### config.mk
export PLATFORM = sky130hd
export DESIGN_NAME = pau_issue_ctrl
export DESIGN_NICKNAME = d
export VERILOG_FILES = /design/src/rtl/pau_issue_ctrl.sv
export SDC_FILE = /design/constraint.sdc
export NUM_CORES = 1
export LEC_CHECK = 0
export CORE_AREA = 2 2 62 64
export DETAILED_ROUTE_END_ITERATION = 10
export DIE_AREA = 0 0 64 66
export GPL_TIMING_DRIVEN = 0
export PLACE_DENSITY = 0.74
export RECOVER_POWER = 25
export SLEW_MARGIN = 20
export SYNTH_ARGS = -nofsm -noshare
export SYNTH_HDL_FRONTEND = slang
export SYNTH_SLANG_ARGS = --single-unit
### constraint.sdc
create_clock -name clk_i -period 3.5 [get_ports clk_i]
set_input_delay 0.35 -clock clk_i [delete_from_list [all_inputs] [get_ports clk_i]]
set_output_delay 0.35 -clock clk_i [all_outputs]
set_load 0.01 [all_outputs]
### src/rtl/pau_issue_ctrl.sv
// Issue/retire controller for a posit arithmetic unit.
// Fixed per-class latency, slot-shifted retirement, one retire per cycle.
module pau_issue_ctrl #(
    parameter int TRANS_ID_BITS = 3,
    parameter int LAT_ADD       = 3,
    parameter int LAT_MUL       = 2,
    parameter int LAT_DIV       = 4,
    parameter int LAT_CVT       = 2,
    parameter int LAT_MOVE      = 1,
    parameter int LAT_QUIRE     = 2
) (
    input  logic                     clk_i,
    input  logic                     rst_ni,
    input  logic                     valid_i,
    input  logic [2:0]               op_class_i,
    input  logic [TRANS_ID_BITS-1:0] trans_id_i,
    input  logic                     flush_i,
    output logic                     ready_o,
    output logic                     valid_o,
    output logic [TRANS_ID_BITS-1:0] trans_id_o,
    output logic [2:0]               class_o,
    output logic                     illegal_o,
    output logic                     busy_o,
    output logic [3:0]               inflight_o
);

    function automatic int max2(int a, int b);
        return (a > b) ? a : b;
    endfunction

    localparam int MAX_LAT = max2(max2(max2(LAT_ADD, LAT_MUL), max2(LAT_DIV, LAT_CVT)),
                                  max2(LAT_MOVE, LAT_QUIRE));
    localparam int W = TRANS_ID_BITS;

    // Slot 0 is the retirement stage that feeds the outputs directly.
    logic [MAX_LAT-1:0]         v_q, v_d;
    logic [MAX_LAT-1:0]         ill_q, ill_d;
    logic [MAX_LAT-1:0][W-1:0]  id_q, id_d;
    logic [MAX_LAT-1:0][2:0]    cls_q, cls_d;
    logic [3:0]                 cnt_q, cnt_d;

    logic [3:0] lat;
    logic       collide;
    logic       q_haz;
    logic       acc;

    // Latency of the presented class; illegal classes retire after one edge.
    always_comb begin
        lat = 4'd1;
        case (op_class_i)
            3'd0:    lat = 4'(LAT_ADD);
            3'd1:    lat = 4'(LAT_MUL);
            3'd2:    lat = 4'(LAT_DIV);
            3'd3:    lat = 4'(LAT_CVT);
            3'd4:    lat = 4'(LAT_MOVE);
            3'd5:    lat = 4'(LAT_QUIRE);
            default: lat = 4'd1;
        endcase
    end

    // Retire-slot collision and quire hazard; a quire in slot 1 leaves this edge.
    always_comb begin
        collide = 1'b0;
        q_haz   = 1'b0;
        for (int i = 1; i < MAX_LAT; i++) begin
            if (v_q[i] && int'(lat) == i) collide = 1'b1;
        end
        for (int i = 2; i < MAX_LAT; i++) begin
            if (v_q[i] && cls_q[i] == 3'd5) q_haz = 1'b1;
        end
    end

    assign ready_o = !flush_i && !collide && !(op_class_i == 3'd5 && q_haz);
    assign acc     = valid_i && ready_o;

    // Shift slots toward retirement and drop the new op into slot lat-1.
    always_comb begin
        v_d   = v_q >> 1;
        ill_d = ill_q >> 1;
        id_d  = id_q >> W;
        cls_d = cls_q >> 3;
        cnt_d = cnt_q + {3'b0, acc} - {3'b0, v_q[0]};
        for (int i = 0; i < MAX_LAT; i++) begin
            if (acc && int'(lat) == i + 1) begin
                v_d[i]   = 1'b1;
                ill_d[i] = (op_class_i > 3'd5);
                id_d[i]  = trans_id_i;
                cls_d[i] = op_class_i;
            end
        end
        if (flush_i) begin
            v_d   = '0;
            ill_d = '0;
            id_d  = '0;
            cls_d = '0;
            cnt_d = 4'd0;
        end
    end

    // Slot and occupancy registers.
    always_ff @(posedge clk_i or negedge rst_ni) begin
        if (!rst_ni) begin
            v_q   <= '0;
            ill_q <= '0;
            id_q  <= '0;
            cls_q <= '0;
            cnt_q <= 4'd0;
        end else begin
            v_q   <= v_d;
            ill_q <= ill_d;
            id_q  <= id_d;
            cls_q <= cls_d;
            cnt_q <= cnt_d;
        end
    end

    assign valid_o    = v_q[0];
    assign trans_id_o = v_q[0] ? id_q[0] : '0;
    assign class_o    = v_q[0] ? cls_q[0] : 3'd0;
    assign illegal_o  = v_q[0] & ill_q[0];
    assign busy_o     = (cnt_q != 4'd0);
    assign inflight_o = cnt_q;

endmodule

==> run metrics, run 1 <==
CTS H-tree lvls=2; WP buf/inv=4; CP arrival=3.46 ns; endpoints failing setup=0; Pins Over Slew Limit=36; Relative slew margins=-21.3%; Max VDD drop=0.268 mV; Tightest Pin Transition=1.82 ns; Pint=0.619 mW; Initial Util=48.4%; Die Ht=66 um; RSZ-0062 raised after global routing=false; GRT Util Overall=18.7%; final net count=203; number of vias per cell=5.31; overall routed net length=3380 um; clock sink count=36; largest net degree at the start of global routing=36; final hold vios=0; Data required, critical path=3.72 ns; MaxCap Viol Count=1; CP max stage delay=0.53 ns; Netlist Area Pre-Place=1720 um^2; CP Capture Type=flop; DRC Markers=0; number of distinct library cells after synthesis=43; M2 GR Usage=32.2%; worst skew pair latency=0.34 ns; clk slew on worst S/H paths=0.10 ns; Post-synth EDFFs=0; Tcrit/Tclk final=92.4%; vias in the first global route=1297; Post-CTS Hold Buffers=1; Post-synth ARST share=100%; R2R Setup Slk=0.49 ns; Clock power frac=26.9%; sw power=0.226 mW; Post-Layout Cell Count=236; initial antenna violation count=0; worst slack, placed=-0.0649 ns; core area=3550 um^2; I/O Buffers=23; met3 Resource Use GR=4.77%; Die Area=4220 um^2; violated checks=max-capacitance violations, max-slew violations; Seq/Total Area, Yosys=52.4%; largest cells by area after synthesis=dfrtp_1 (52%), and2_1 (3.6%), ha_1 (3.6%), mux2i_1 (3.5%), nand2b_1 (3.3%); vias=1254; Die X=64 um; status=finished with violations; Synth area leader=dfrtp_1; Initial DRC Count=29; logic gate share of total power=20.4%; detailed placer's ending HPWL=2520 um; # IOs=24; global-route wire length before repair=5950 um; worst-path fanout max=10; Clock Tree Root=clkbuf_4; CP max-delay cell=nor3_1; switching share of power=26.7%; PwrDens=406 nW/um^2; Cells after Synth=153; LEAKAGE=0.913 nW; Max Clk Rate=309 MHz; Seq pwr share=52.8%; commonest cells after routing, fill and taps aside=dfrtp_1 (36), clkdlybuf4s50_1 (22), inv_1 (12); M1 GR Usage=22.3%; Syn. warnings=0; antenna-violating nets left=0; Synth top area share=52.4%; WS Path Type=in -> reg; Post-CTS Setup Inserts=0; Row Count=22; Worst path top cell family by delay=adder cells; Final Critical Period=3.23 ns; CTS tree=built; post-cts sizing count=0; worst hold path type=in -> async; Placed Cells=227; Longest Clk Path Bufs=2; GRT Residual Overflow=0; DR WL/cell=14.3 um; final setup margin=0.267 ns; dominant synthesized flop cell=dfrtp_1; drt pass-1 iters=4; Yosys reg bits=36; clock skew=0.00643 ns; Critical Path, Cell by Cell=clkdlybuf4s50_1 > nand2b_1 > a32o_1 > buf_2 > nor3_1 > inv_1 > ha_1 > inv_1 > ha_1 > fa_1 > xnor2_1 > nor2_1; antenna cells=0; synthesis-to-finish area growth=21.2%; global route hottest layer=met2; commonest non-fill, non-tap cell in the layout=dfrtp_1; CTS Buf Count=5; Final Wtd Congestion=0.810; CP Launch Type=input port; ratio of cells with drive above 1 in the final layout=8.51%; Synth Area per Inst=11.2 um^2
power by group through the flow:
stage / registers [mW] / logic (mW) / clock network (mW)
floorplan: 0.458 / 0.0875 / 0
global placement: 0.453 / 0.162 / 0
detailed placement: 0.454 / 0.174 / 0
CTS: 0.446 / 0.177 / 0.235
global route: 0.449 / 0.191 / 0.257
finish: 0.446 / 0.172 / 0.227
final cells by class:
cell class              count  area, um^2
fillers                   307        1470
flip-flops and latches     36         901
clock buffers               8        58.8
plain buffers               7        28.8
multi-input cells         100         751
repair buffers             25         238
inverters                  12        45.0
well taps                  48        60.1
worst reg2reg max path, stage by stage (launching register included):
cell and delay (ns):
dfrtp_1 0.41, nor4b_1 0.18, or3b_1 0.35, buf_2 0.17, nor3_1 0.48, inv_1 0.11, ha_1 0.30, inv_1 0.04
ha_1 0.20, fa_1 0.40, xnor2_1 0.22, nor2_1 0.06
registers in the layout (all words and copies together), names as in the netlist:
register    count
id_q           12
ill_q           4
inflight_o      4
v_q             4
cls_q          12
through the flow:
step | area [um^2] | total power [mW] | hold WS (ns) | setup TNS (ns) | util, %
after floorplan | 1730 | 0.545 | 0.0544 | 0 | -
after global placement | 2020 | 0.615 | 0.476 | 0 | 56.8
after detailed placement | 2030 | 0.629 | 0.152 | -0.0649 | 57.2
after CTS | 2100 | 0.858 | 0.312 | 0 | 59.1
after global routing | 2080 | 0.897 | 0.308 | 0 | 58.6
final | 2080 | 0.845 | 0.311 | 0 | 58.6
logic make-up after synthesis:
kind of cell,count (synthesis),share of synthesized area (%)
fa+ha+maj,6,4.81
flops,36,52.4
xor+xnor,2,1.02
other cells,1,0.218
mux,6,3.50
simple gates,56,22.3
compound gates,27,11.4
buf+inv,19,4.30
synth_stat cells, types with 2 or more instances:
library cell	instances
dfrtp_1	36
nand3_1	2
nand2_1	2
inv_1	12
xnor2_1	2
nand4_1	4
nor3b_1	5
ha_1	5
and4b_1	2
clkbuf_1	5
o31ai_1	5
a41oi_1	2
and2_1	10
a211oi_1	2
nor2_1	4
nor2b_1	4
nand2b_1	9
buf_2	2
nor3_1	2
mux2i_1	6
a21oi_1	10
worst paths after layout:
| kind | cells past startpoint | startpoint | end |
|---|---|---|---|
| max | 12 | op_class_i[1] | inflight_o[2]$_DFF_PN0_ |
| min | 2 | rst_ni | id_q[10]$_DFF_PN0_ |
| max reg2reg | 11 | v_q[3]$_DFF_PN0_ | inflight_o[2]$_DFF_PN0_ |
| min reg2reg | 1 | ill_q[2]$_DFF_PN0_ | ill_q[1]$_DFF_PN0_ |
| max in group asynchronous | 3 | rst_ni | cls_q[8]$_DFF_PN0_ |
| min in group clk_i | 1 | ill_q[2]$_DFF_PN0_ | ill_q[1]$_DFF_PN0_ |
routing by layer:
layer | wire (um) | share of wire [%]
met5 | 0 | 0
met4 | 70 | 2.1
met3 | 157 | 4.6
met2 | 1690 | 50
met1 | 1460 | 43
No activity file was read; power rests on OpenSTA's default activity.
==> run 2, diff against run 1 <==
--- a/config.mk
+++ b/config.mk
@@ -11,7 +11,6 @@
 export GPL_TIMING_DRIVEN = 0
 export PLACE_DENSITY = 0.74
 export RECOVER_POWER = 25
-export SLEW_MARGIN = 20
 export SYNTH_ARGS = -nofsm -noshare
 export SYNTH_HDL_FRONTEND = slang
 export SYNTH_SLANG_ARGS = --single-unit
==> run 2 against run 1 <==
The run still ends with max-capacitance violations, max-slew violations left. Wire length fell by 2.7%. Die area did not move. Total power barely moved. Critical path type unchanged. First-iteration DRC count rose by 41%. Critical endpoint unchanged. Non-clock buffer count fell by 2. Largest cell class unchanged. Highest routed layer unchanged.
==> run metrics, run 2 (synthesized netlist as in run 1, its figures left out) <==
RSZ-0062 raised after global routing=false; CP Capture Type=flop; logic gate share of total power=20.1% (-0.3 points); commonest non-fill, non-tap cell in the layout=dfrtp_1; Die Ht=66 um (unchanged); Post-CTS Hold Buffers=0 (-1); CTS tree=built; number of vias per cell=5.43 (+2.2%); CTS H-tree lvls=2 (unchanged); CP max-delay cell=nor3_1; DR WL/cell=14.1 um (-1.9%); Power Total=0.844 mW (about the same); r2r startpoint=v_q[3]$_DFF_PN0_; clk slew on worst S/H paths=0.10 ns (about the same); GRT Util Overall=17.9% (-0.78 points); global-route wire length before repair=5730 um (-3.6%); LEAKAGE=0.907 nW (-0.59%); CP max stage delay=0.52 ns (about the same); worst skew pair latency=0.34 ns (about the same); commonest cells after routing, fill and taps aside=dfrtp_1 (36), clkdlybuf4s50_1 (22), inv_1 (12); Critical Path, Cell by Cell=clkdlybuf4s50_1 > nand2b_1 > a32o_1 > buf_2 > nor3_1 > inv_1 > ha_1 > inv_1 > ha_1 > fa_1 > xnor2_1 > nor2_1; switching share of power=26.8% (+0.077 points); crit path from=op_class_i[1]; worst-path fanout max=10 (unchanged); Pins Over Slew Limit=37 (+2.8%); Final Critical Period=3.18 ns (-0.0566 ns); CP arrival=3.40 ns (-0.06 ns); Tightest Pin Transition=1.84 ns (+0.0205 ns); worst hold path type=in -> async; final hold slack=0.497 ns (+0.185 ns); Clock power frac=27.1% (+0.2 points); DRC Markers=0 (unchanged); clock skew=0.00664 ns (+0.000214 ns); vias=1271 (+1.4%); Worst path top cell family by delay=adder cells; Die Area=4220 um^2 (unchanged); core area=3550 um^2 (unchanged); drt pass-1 iters=4 (unchanged); Post-CTS Setup Inserts=0 (unchanged); detailed placer's ending HPWL=2430 um (-3.5%); Pint=0.618 mW (-0.16%); final net count=201 (-0.99%); Longest Clk Path Bufs=2 (unchanged); post-cts sizing count=0 (unchanged); synthesis-to-finish area growth=20.4%; Clock Tree Root=clkbuf_4; antenna-violating nets left=0 (unchanged); overall routed net length=3290 um (-2.7%); endpoints failing setup=0 (unchanged); vias in the first global route=1265 (-2.5%); WS Path Type=in -> reg; Initial DRC Count=41 (+41%); Row Count=22 (unchanged); initial antenna violation count=0 (unchanged); leading registers by flop count=cls_q (12), id_q (12); largest net degree at the start of global routing=37 (+2.8%); WP buf/inv=4 (unchanged); clock sink count=36 (unchanged); GRT Residual Overflow=0 (unchanged); Data required, critical path=3.73 ns (about the same); antenna cells=0 (unchanged); CP Launch Type=input port; violated checks=max-capacitance violations, max-slew violations; CTS Buf Count=5 (unchanged); Die X=64 um (unchanged); Initial Util=48.4% (unchanged); # IOs=24 (unchanged); Final Wtd Congestion=0.810 (unchanged); PwrDens=408 nW/um^2 (+0.61%); Seq pwr share=52.8% (about the same); Relative slew margins=-22.6% (-1.4 points); Tcrit/Tclk final=90.8% (-1.6 points); final hold vios=0 (unchanged); Max VDD drop=0.228 mV (-15%); MaxCap Viol Count=1 (unchanged); ratio of cells with drive above 1 in the final layout=8.60% (+0.092 points); I/O Buffers=23 (unchanged); sw power=0.226 mW (+0.23%); Max Clk Rate=315 MHz (+1.8%); status=finished with violations
run 2: metrics by stage:
stage / setup slack (ns) / instance area [um^2] / std cells / setup TNS [ns] / util (%)
CTS: 0.298 / 2070 / 234 / 0 / 58.3
finish: 0.323 / 2070 / 234 / 0 / 58.2
floorplan: 0.902 / 1730 / 155 / 0 / -
detailed placement: -0.0693 / 2010 / 226 / -0.0693 / 56.6
global placement: 0.0679 / 2020 / 226 / 0 / 56.8
global route: 0.121 / 2070 / 234 / 0 / 58.2
run 2: path summary, 6_finish.rpt:
check / cells after the start / slack (ns) / end
setup / recovery: 12 / 0.32 / inflight_o[2]$_DFF_PN0_
hold / removal: 1 / 0.50 / id_q[11]$_DFF_PN0_
setup reg to reg: 11 / 0.51 / inflight_o[2]$_DFF_PN0_
hold reg to reg: 1 / 0.51 / ill_q[1]$_DFF_PN0_
max in group asynchronous: 1 / 1.95 / cls_q[6]$_DFF_PN0_
min in group clk_i: 1 / 0.51 / ill_q[1]$_DFF_PN0_
run 2: area by class of cell:
class | instances | area, um^2
inverters | 12 | 45.0
multi-input cells | 100 | 751
clock buffers | 8 | 58.8
plain buffers | 7 | 28.8
fillers | 304 | 1480
well taps | 48 | 60.1
flip-flops and latches | 36 | 901
repair buffers | 23 | 224
run 2: metal layers:
metal	global-route usage (%)	up-vias	share of wire, %
met5	0	-	0
met1	21.5	627	43
li1	-	600	-
met4	6.52	0	1.7
met2	31.1	37	51
met3	4.60	7	5.0
run 2: power by group through the flow:
stage	Sequential (mW)	Clock [mW]	Combinational [mW]
2_1_floorplan	0.458	0	0.0875
3_3_place_gp	0.453	0	0.162
3_5_place_dp	0.454	0	0.172
4_1_cts	0.446	0.234	0.174
5_1_grt	0.448	0.256	0.186
6_report	0.446	0.229	0.170
